File: src/rtl/mem_arbiter.sv
// Two-port (load/store) arbiter onto a single asynchronous-handshake RAM.
// One operation in flight at a time; alternating priority on contention.
module mem_arbiter #(
  parameter int TAG_W   = 4,
  parameter int TIMEOUT = 15
) (
  input  logic             clk,
  input  logic             nRST,
  input  logic             ld_req,
  input  logic [31:0]      ld_addr,
  input  logic [TAG_W-1:0] ld_tag,
  output logic             ld_ack,
  output logic             ld_valid,
  output logic [31:0]      ld_data,
  output logic [TAG_W-1:0] ld_tag_out,
  output logic             ld_err,
  input  logic             st_req,
  input  logic [31:0]      st_addr,
  input  logic [31:0]      st_data,
  output logic             st_ack,
  output logic             st_done,
  output logic             st_err,
  output logic [31:0]      ram_addr,
  output logic [31:0]      ram_wdata,
  output logic             ram_nRD,
  output logic             ram_nWR,
  input  logic [31:0]      ram_rdata,
  input  logic             ram_readStatus,
  input  logic             ram_writeStatus,
  output logic             busy
);

  typedef enum logic [2:0] {S_INIT, S_IDLE, S_RD, S_WR, S_GAP} state_t;

  localparam logic [5:0] TO_LIM = 6'(TIMEOUT);

  state_t             state_q, state_d;
  logic [4:0]         cnt_q, cnt_d, cnt_inc;
  logic [31:0]        addr_q, addr_d, wdata_q, wdata_d, ld_data_q, ld_data_d;
  logic [TAG_W-1:0]   tag_q, tag_d, tag_out_q, tag_out_d;
  logic               nrd_q, nrd_d, nwr_q, nwr_d;
  logic               ld_ack_q, ld_ack_d, ld_valid_q, ld_valid_d, ld_err_q, ld_err_d;
  logic               st_ack_q, st_ack_d, st_done_q, st_done_d, st_err_q, st_err_d;
  logic               last_st_q, last_st_d;
  logic               grant_ld, grant_st, timed_out;

  // Counter saturates at all-ones so a long stall can never wrap back under the limit.
  assign cnt_inc   = (cnt_q == 5'd31) ? cnt_q : cnt_q + 5'd1;
  assign timed_out = {1'b0, cnt_inc} >= TO_LIM;
  assign grant_ld  = ld_req && (!st_req || last_st_q);
  assign grant_st  = st_req && !grant_ld;

  always_comb begin
    state_d    = state_q;
    cnt_d      = cnt_q;
    addr_d     = addr_q;
    wdata_d    = wdata_q;
    ld_data_d  = ld_data_q;
    tag_d      = tag_q;
    tag_out_d  = tag_out_q;
    nrd_d      = nrd_q;
    nwr_d      = nwr_q;
    last_st_d  = last_st_q;
    ld_ack_d   = 1'b0;
    ld_valid_d = 1'b0;
    ld_err_d   = 1'b0;
    st_ack_d   = 1'b0;
    st_done_d  = 1'b0;
    st_err_d   = 1'b0;
    case (state_q)
      S_INIT: begin
        nrd_d = 1'b1;
        nwr_d = 1'b1;
        if (cnt_q == 5'd11) begin
          state_d = S_IDLE;
          cnt_d   = '0;
        end else begin
          cnt_d = cnt_inc;
        end
      end
      S_IDLE: begin
        if (grant_ld) begin
          addr_d    = ld_addr;
          tag_d     = ld_tag;
          ld_ack_d  = 1'b1;
          nrd_d     = 1'b0;
          last_st_d = 1'b0;
          cnt_d     = '0;
          state_d   = S_RD;
        end else if (grant_st) begin
          addr_d    = st_addr;
          wdata_d   = st_data;
          st_ack_d  = 1'b1;
          nwr_d     = 1'b0;
          last_st_d = 1'b1;
          cnt_d     = '0;
          state_d   = S_WR;
        end
      end
      S_RD: begin
        cnt_d = cnt_inc;
        if (ram_readStatus || timed_out) begin
          ld_data_d  = ram_readStatus ? ram_rdata : 32'h0;
          ld_err_d   = !ram_readStatus;
          ld_valid_d = 1'b1;
          tag_out_d  = tag_q;
          nrd_d      = 1'b1;
          state_d    = S_GAP;
        end
      end
      S_WR: begin
        cnt_d = cnt_inc;
        if (ram_writeStatus || timed_out) begin
          st_done_d = ram_writeStatus;
          st_err_d  = !ram_writeStatus;
          nwr_d     = 1'b1;
          state_d   = S_GAP;
        end
      end
      S_GAP: begin
        nrd_d   = 1'b1;
        nwr_d   = 1'b1;
        state_d = S_IDLE;
      end
      default: state_d = S_INIT;
    endcase
  end

  always_ff @(posedge clk or negedge nRST) begin
    if (!nRST) begin
      state_q    <= S_INIT;
      cnt_q      <= '0;
      addr_q     <= '0;
      wdata_q    <= '0;
      ld_data_q  <= '0;
      tag_q      <= '0;
      tag_out_q  <= '0;
      nrd_q      <= 1'b1;
      nwr_q      <= 1'b1;
      last_st_q  <= 1'b1;
      ld_ack_q   <= 1'b0;
      ld_valid_q <= 1'b0;
      ld_err_q   <= 1'b0;
      st_ack_q   <= 1'b0;
      st_done_q  <= 1'b0;
      st_err_q   <= 1'b0;
    end else begin
      state_q    <= state_d;
      cnt_q      <= cnt_d;
      addr_q     <= addr_d;
      wdata_q    <= wdata_d;
      ld_data_q  <= ld_data_d;
      tag_q      <= tag_d;
      tag_out_q  <= tag_out_d;
      nrd_q      <= nrd_d;
      nwr_q      <= nwr_d;
      last_st_q  <= last_st_d;
      ld_ack_q   <= ld_ack_d;
      ld_valid_q <= ld_valid_d;
      ld_err_q   <= ld_err_d;
      st_ack_q   <= st_ack_d;
      st_done_q  <= st_done_d;
      st_err_q   <= st_err_d;
    end
  end

  assign ld_ack     = ld_ack_q;
  assign ld_valid   = ld_valid_q;
  assign ld_data    = ld_data_q;
  assign ld_tag_out = tag_out_q;
  assign ld_err     = ld_err_q;
  assign st_ack     = st_ack_q;
  assign st_done    = st_done_q;
  assign st_err     = st_err_q;
  assign ram_addr   = addr_q;
  assign ram_wdata  = wdata_q;
  assign ram_nRD    = nrd_q;
  assign ram_nWR    = nwr_q;
  assign busy       = (state_q != S_IDLE);

endmodule

File: config.mk
export PLATFORM = sky130hd
export DESIGN_NAME = mem_arbiter
export DESIGN_NICKNAME = d
export VERILOG_FILES = /design/src/rtl/mem_arbiter.sv
export SDC_FILE = /design/constraint.sdc
export NUM_CORES = 1
export LEC_CHECK = 0
export CAP_MARGIN = 5
export CORE_ASPECT_RATIO = 0.75
export CORE_MARGIN = 2
export CORE_UTILIZATION = 40
export DETAILED_ROUTE_END_ITERATION = 12
export PLACE_DENSITY = 0.78
export REMOVE_ABC_BUFFERS = 1
export SKIP_CTS_REPAIR_TIMING = 1
export SLEW_MARGIN = 15
export SYNTH_ARGS = -nofsm -noshare
export SYNTH_HDL_FRONTEND = slang
export SYNTH_SLANG_ARGS = --single-unit
File: constraint.sdc
create_clock -name clk -period 2.7 [get_ports clk]
set_clock_uncertainty 0.2 [all_clocks]
set_input_delay 0.54 -clock clk [delete_from_list [all_inputs] [get_ports clk]]
set_output_delay 0.54 -clock clk [all_outputs]
set_load 0.005 [all_outputs]
==> flow_summary.yaml <==
status:
  status: "completed"
grt:
  grt_pass1_wl_um: 21400
  grt_max_degree: 65
  grt.total_usage_pct: 20.4
  first_global_vias: 4203
  grt-ovfl-total: 0
  antenna_found_initial: 0
placed_design:
  gp_congestion: 0.845
  dp_hpwl_um: 9830
  io_buffers: 246
  pre_cts_ws_ns: 0.213
synthesis:
  ys_seq_elements: 121
  ys_types: 38
  seq_area_frac_synth_pct: 61.3
  ys.flop_type: "dfrtp_1"
  synthCells: 391
  synthArstFlopShare_pct: 100
  netlist_area_um2: 4940
  synth_warnings: 0
  synth_edf_count: 0
  syn_area_per_cell_um2: 12.6
power:
  power_w: 0.00470
  peakVddDrop_uv: 477
  power_leakage_nw: 3.84
  p_per_area_nw_per_um2: 566
layout:
  diodes: 0
  layout.nets: 782
  drive_gt1_share_pct: 14.8
  final_cell_mix: "clkdlybuf4s50_1, dfrtp_1, nand2_1"
  area_delta_synth_final_pct: 68.0
  utilization_pct: 68.2
  fillers: 894
  final_common_cell: "clkdlybuf4s50_1"
  multiInputGateArea_um2: 1780
  regArea_um2: 3030
critical_path:
  cpPeakStageDelay_ns: 0.46
  r2r_end: "ld_data[8]"
  critical_path_class: "flip-flop to output pin"
  critical_path_cell_count: 4
  path_buf_inv: 2
  critPathArrivalTime_ns: 1.83
  crit_required_ns: 1.96
  regToRegStartpoint: "cnt_q[0]"
  cp_cell_sequence: "nand2b_1 -> nor2_2 -> inv_1 -> clkdlybuf4s50_1"
  reg2reg_slack_ns: 0.39
  cp-start-kind: "flip-flop"
  slowest_stage: "clkdlybuf4s50_1"
  crit_path_end_kind: "output pin"
  reg2reg_depth: 7
  cp_max_fo: 6
  path_delay_family: "buffers and inverters"
clock_tree:
  cts_tree: "built"
  clkSlewWorstSetupHoldPaths_ns: 0.06
  clock_latency_ns: 0.40
  cts_made_buffers: 17
  clockBufferDepth: 2
  cts_root_buffer: "clkbuf_16"
  clock_sinks: 121
  htreeDepth: 4
route:
  drc: 0
  routed_via_density: 4.97
  wl_um: 13400
  dr_total_vias: 4083
  routedWlPerCell_um: 16.3
  drt_first_pass_iters: 4
  drtAntennaViolNets: 0
  initialDrtViolationCount: 211
floorplan:
  start_util_pct: 40.6
  rows: 35
  fp.dieArea_um2: 13300
  die_x_um: 132
  ios: 247
  core_um2: 12200
  die_h_um: 100
sta:
  finalCriticalPeriod_ns: 2.57
  setup_tns_ns: 0
  worst-slew-pin-transition_ns: 0.499
  maxSlewViolCount: 0
  rsz0062_at_grt: "no"
  setup_viol: 0
  hold_viol: 0
  fin_crit_sh_pct: 95.0
  holdWs_ns: 0.276
  maxSlewHeadroom_pct: 66.4
  max_clock_freq_ghz: 0.390
  setup_ws_ns: 0.134
min_path:
  hold_class: "flip-flop to flip-flop"
  hold_path_startpoint: "ram_addr[5]"
  whs_path_depth: 2
  holdPathEnd: "ram_addr[5]"
run:
  max_cap_viol_count: 0
sequential cells by signal, indices dropped and copies added, names as in the netlist, 3 cells and up:
name,cells
ram_wdata,32
tag_q,4
state_q,3
ld_tag_out,4
ram_addr,32
ld_data,32
cnt_q,5
per-layer routing:
layer / GRT usage [%] / vias up / routed length, µm / share of wire, %
li1: - / 1897 / - / -
met1: 24.8 / 1985 / 5440 / 41
met2: 33.8 / 181 / 6630 / 50
met3: 7.58 / 20 / 1090 / 8.1
met4: 7.28 / 0 / 230 / 1.7
met5: 0 / - / 0 / 0
worst min-delay path, stage by stage, from the launching register on:
cell	delay, ns
dfrtp_1	0.34
nand2_1	0.05
o21ai_0	0.06
Yosys cell counts, types with 3 or more instances:
master | instances | share of area, %
mux2i_1 | 33 | 6.7
o21ai_0 | 39 | 3.9
a22o_1 | 33 | 5.8
nand2b_1 | 4 | 0.51
inv_1 | 8 | 0.61
nand2_1 | 42 | 3.2
mux2_2 | 41 | 9.3
nor2_1 | 9 | 0.68
buf_6 | 3 | 0.68
a21oi_1 | 7 | 0.71
dfrtp_1 | 118 | 60
clkbuf_1 | 14 | 1.1
dfstp_2 | 3 | 1.6
buf_2 | 7 | 0.71
final cells by class:
type | instances | share of cell area, %
multi-input cells | 237 | 21.5
clock buffers | 17 | 5.12
well taps | 166 | 2.50
flip-flops and latches | 121 | 36.5
repair buffers | 258 | 31.3
clock inverters | 14 | 2.68
inverters | 8 | 0.362
power by group:
part	switching, W	internal [W]
Combinational	0.000113	0.000266
Clock	0.000822	0.00164
Sequential	0.0000151	0.00184
Total	0.000950	0.00375
cell families after synthesis:
group,count (synthesis),synth area share (%)
xor gates and xnor gates,1,0.177
DFF,121,61.3
muxes,74,16.0
adders and majority gates,1,0.253
AOI/OAI and AO/OA,94,12.9
and+or+nand+nor,67,6.13
buffers and inverters,33,3.22
how the worst max path moves through the flow:
stage / from / endpoint / slack [ns]
5_1_grt: state_q[2] / busy / 0.06
3_5_place_dp: ld_req / ram_wdata[0] / 0.21
3_3_place_gp: ld_req / ram_wdata[14] / 0.26
6_report: state_q[2] / busy / 0.13
4_1_cts: state_q[2] / busy / 0.03
2_1_floorplan: st_req / ram_wdata[0] / -4.09
through the flow:
| step | area [µm²] | std cells |
|---|---|---|
| 3_5_place_dp | 7640 | 789 |
| 4_1_cts | 8290 | 820 |
| 2_1_floorplan | 4810 | 366 |
| 5_1_grt | 8300 | 821 |
| 3_3_place_gp | 7640 | 789 |
| 6_report | 8300 | 821 |
Power figures use the tool's default switching activity.
